### src/rtl/uart_tx.sv
// Byte-wide 8N1 UART transmitter with valid/ready input handshake.
// Each bit occupies Oversample clock cycles; the serial line is driven from a flop.
module uart_tx #(
    parameter int unsigned Oversample = 16
) (
    input  logic       clk,
    input  logic       nReset,
    input  logic [7:0] data,
    input  logic       valid,
    output logic       ready,
    output logic       out,
    output logic       busy,
    output logic       done
);

    localparam int unsigned CW = (Oversample > 1) ? $clog2(Oversample) : 1;
    localparam logic [CW-1:0] OS_M1 = CW'(Oversample - 1);

    localparam logic [1:0] IDLE  = 2'd0;
    localparam logic [1:0] START = 2'd1;
    localparam logic [1:0] DATA  = 2'd2;
    localparam logic [1:0] STOP  = 2'd3;

    logic [1:0]    state_q, state_d;
    logic [CW-1:0] sampleCount_q, sampleCount_d;
    logic [3:0]    bitCount_q, bitCount_d;
    logic [7:0]    shift_q, shift_d;
    logic          out_q, out_d;

    logic sample_zero;
    logic accept;

    assign sample_zero = (sampleCount_q == '0);
    assign done        = (state_q == STOP) && sample_zero;
    assign ready       = (state_q == IDLE) || done;
    assign busy        = (state_q != IDLE);
    assign out         = out_q;
    assign accept      = valid && ready;

    always_comb begin
        state_d       = state_q;
        sampleCount_d = sample_zero ? sampleCount_q : sampleCount_q - CW'(1);
        bitCount_d    = bitCount_q;
        shift_d       = shift_q;

        case (state_q)
            IDLE: begin
                sampleCount_d = OS_M1;
                if (accept) begin
                    state_d = START;
                    shift_d = data;
                end
            end
            START: begin
                if (sample_zero) begin
                    state_d       = DATA;
                    sampleCount_d = OS_M1;
                    bitCount_d    = 4'd7;
                end
            end
            DATA: begin
                if (sample_zero) begin
                    sampleCount_d = OS_M1;
                    if (bitCount_q == 4'd0) begin
                        state_d = STOP;
                    end else begin
                        shift_d    = {1'b0, shift_q[7:1]};
                        bitCount_d = bitCount_q - 4'd1;
                    end
                end
            end
            STOP: begin
                if (sample_zero) begin
                    sampleCount_d = OS_M1;
                    // Accepting here chains the next frame with no idle gap.
                    if (accept) begin
                        state_d = START;
                        shift_d = data;
                    end else begin
                        state_d = IDLE;
                    end
                end
            end
            default: begin
                state_d       = IDLE;
                sampleCount_d = OS_M1;
            end
        endcase

        // Line level follows the next state so out_q lines up with the bit it represents.
        case (state_d)
            START:   out_d = 1'b0;
            DATA:    out_d = shift_d[0];
            default: out_d = 1'b1;
        endcase
    end

    always_ff @(posedge clk or negedge nReset) begin
        if (!nReset) begin
            state_q       <= IDLE;
            sampleCount_q <= OS_M1;
            bitCount_q    <= 4'd7;
            shift_q       <= '0;
            out_q         <= 1'b1;
        end else begin
            state_q       <= state_d;
            sampleCount_q <= sampleCount_d;
            bitCount_q    <= bitCount_d;
            shift_q       <= shift_d;
            out_q         <= out_d;
        end
    end

endmodule

### config.mk
export PLATFORM = sky130hd
export DESIGN_NAME = uart_tx
export DESIGN_NICKNAME = d
export VERILOG_FILES = /design/src/rtl/uart_tx.sv
export SDC_FILE = /design/constraint.sdc
export NUM_CORES = 1
export LEC_CHECK = 0
export BUFFER_PORTS_ARGS = -buffer_cell sky130_fd_sc_hd__buf_4
export CORE_MARGIN = 5
export CORE_UTILIZATION = 50
export CTS_BUF_LIST = sky130_fd_sc_hd__clkbuf_16
export CTS_CLUSTER_SIZE = 40
export DETAILED_ROUTE_END_ITERATION = 10
export PLACE_DENSITY = 0.7
export REMOVE_ABC_BUFFERS = 1
export SYNTH_ARGS = -nofsm -noshare
export SYNTH_HDL_FRONTEND = slang
export SYNTH_SLANG_ARGS = --single-unit
### constraint.sdc
create_clock -name clk -period 2.6 [get_ports clk]
set_input_delay 0.26 -clock clk [delete_from_list [all_inputs] [get_ports clk]]
set_output_delay 0.26 -clock clk [all_outputs]
set_load 0.1 [all_outputs]
==> run metrics <==
Final Cycle Share=83.73%; cts repair resizes=0; first-pass GRT wire length=5126 µm; PortBufs=14; Hold Crit Depth=4; Worst-Margin Slew=0.6529 ns; Worst slew margin=56.14%; cell type with the highest aggregate area in the netlist=dfrtp_1; Final nets=173; CTS tree=yes; Seq/Total Area, Yosys=38.26%; Setup violations, final=0; Synth top area share=21.70%; Syn. warnings=0; antenna cell count=0; Worst-path clk slew=0.05 ns; Fillers=209; Worst Setup End Kind=primary output; critical path fanouts, max=10; share of layout cells above drive strength 1=19.50%; RSZ-0062 raised after global routing=false; Die W=60.37 µm; R2R Setup Slk=0.58 ns; Setup Skew=0.001920 ns; antenna violations before repair=0; num rows=18; synth top area cells=dfrtp_1 (22%), dfstp_2 (17%), nand3b_1 (8.3%); Fin Setup TNS=0 ns; number of routed nets with antenna violations=0; Max clock buf depth=2; Peak Freq=459.3 MHz; CORE AREA=0.002455 mm²; routed vias/inst=6.159; Main synth FF type=dfrtp_1; status=complete, no violations; Worst Hold Slack=0.3852 ns; largest net degree at the start of global routing=29; Die Y=60.37 µm; Max VDD drop=0.3197 mV; drt drc=0; routed len/inst=15.43 µm; FF-to-FF Start=bitCount_q[0]; Sink Count=19; Initial Utilization=51.68%; R2R cell count=6; Synth Instances=151; Seq cells post-synth=19; Critical Path RT=2.34 ns; Netlist Area Pre-Place=0.001269 mm²; CTS Buf Count=3; synth cell count leaders=nand2_1 (20), nand3b_1 (14), nand4_1 (13); max_cap viols=0; most numerous cell in the Yosys netlist=nand2_1; Leak=0.5975 nW; cell area power density=439.8 mW/mm²; Starting DRT DRC Count=52; CP Launch Type=flop; Hold Crit Endpoint=shift_q[0]; Clock Latency Late Sink=0.25 ns; HP Class=in -> reg; HPWL after detailed placement=1985 µm; R2R Path End=bitCount_q[3]; Die ar.=0.003645 mm²; root cell of the clock tree=clkbuf_16; final hold vios=0; min-delay src=data[0]; GPL Wtd Cong=0.8538; Routed WL=2916 µm; GRT Util Overall=18.76%; crit path DAT=1.92 ns; area grow syn2layout=15.48%; htree depth=1; Max Transition Viols Final=0; Async SR Flop Fraction=100.0%; 1st-pass router iterations=4; EDFF count, synth=0; number of distinct library cells after synthesis=41; IO Pins=15; total grt overflow=0; syn_area_per_cell=8.402 µm²; type of the worst setup path=reg -> out; vias in the first global route=1129; Final min period=2.177 ns; via count=1164
==> per-stage QoR <==
stage | cell area, µm² | util (%) | total power [mW] | std cells | worst slack [ns]
CTS | 1465 | 59.68 | 0.6483 | 189 | 0.4253
global placement | 1376 | 56.07 | 0.3329 | 184 | 0.6678
detailed placement | 1376 | 56.07 | 0.3332 | 184 | 0.5947
global route | 1465 | 59.68 | 0.6674 | 189 | 0.2960
finish | 1465 | 59.68 | 0.6444 | 189 | 0.4229
floorplan | 1211 | - | 0.3091 | 137 | -0.1650
==> critical path: stages, from the launching register on <==
cell and delay [ns]:
dfstp_2 0.37, inv_1 0.05, ha_1 0.22, nor4bb_1 0.33
buf_4 0.25, a21o_1 0.15, buf_4 0.29
==> final cells by class <==
class / count / area [µm²] / area share (%)
Sequential cell: 19 / 485.5 / 33.13
Timing Repair Buffer: 18 / 137.6 / 9.394
Clock inverter: 1 / 3.754 / 0.2562
Tap cell: 30 / 37.54 / 2.562
Clock buffer: 3 / 75.07 / 5.124
Multi-Input combinational cell: 113 / 706.9 / 48.25
Inverter: 5 / 18.77 / 1.281
==> timing repair <==
item	CTS	global route
endpoints found under the hold margin	11	0
hold buffers	1	0
setup buffers	0	0
==> layout by cell type (no fill, tap or decap), drive strengths merged, types with 2 or more instances in the layout <==
cell     synthesis  layout
a21oi           12      12
a2bb2oi          2       2
buf              4      17
clkbuf          10       3
dfrtp           11      11
dfstp            8       8
ha               2       2
inv              5       6
nand2           20      20
nand3            4       4
nand3b          14      14
nand4           13      13
nor2             7       7
nor3             2       2
nor3b            3       3
o21ai            3       3
o22a             2       2
o22ai            6       6
or4              2       2
xnor2            2       2
==> metal layers <==
layer  track usage (%)  vias up  share of wire, %
met1             26.36      541                45
met4             6.013        0              0.99
met5                 0        -                 0
met2             28.86       47                48
met3             4.043        4               6.6
li1                  -      572                 -
==> worst max path at each step <==
stage / startpoint / slack (ns) / end / depth (start not counted)
detailed placement: bitCount_q[0] / 0.59 / bitCount_q[3] / 6
global route: sampleCount_q[0] / 0.30 / ready / 6
global placement: bitCount_q[0] / 0.67 / bitCount_q[3] / 6
finish: sampleCount_q[0] / 0.42 / ready / 6
CTS: sampleCount_q[0] / 0.43 / ready / 6
floorplan: state_q[0] / -0.16 / shift_q[7] / 4
==> power breakdown <==
part           total (mW)  switching (mW)  internal (mW)
Sequential          0.296               0          0.296
Combinational      0.0329          0.0177         0.0152
Clock               0.315           0.110          0.205
Total               0.644           0.128          0.516
==> cells by family (layout without fill, tap and decap cells) <==
family	count (synthesis)	in the layout	synth area share [%]
xor gates and xnor gates	3	3	2.071
and+or+nand+nor	74	74	34.12
buffers and inverters	19	27	6.016
adders and majority gates	2	2	1.972
AOI/OAI and AO/OA	32	32	15.88
DFF	19	19	38.26
muxes	2	2	1.676
==> sequential cells by signal, indices dropped and copies added, names as in the netlist <==
| register | count |
|---|---|
| out | 1 |
| state_q | 2 |
| shift_q | 8 |
| sampleCount_q | 4 |
| bitCount_q | 4 |
Note: power is estimated with default switching activity, not from simulation.
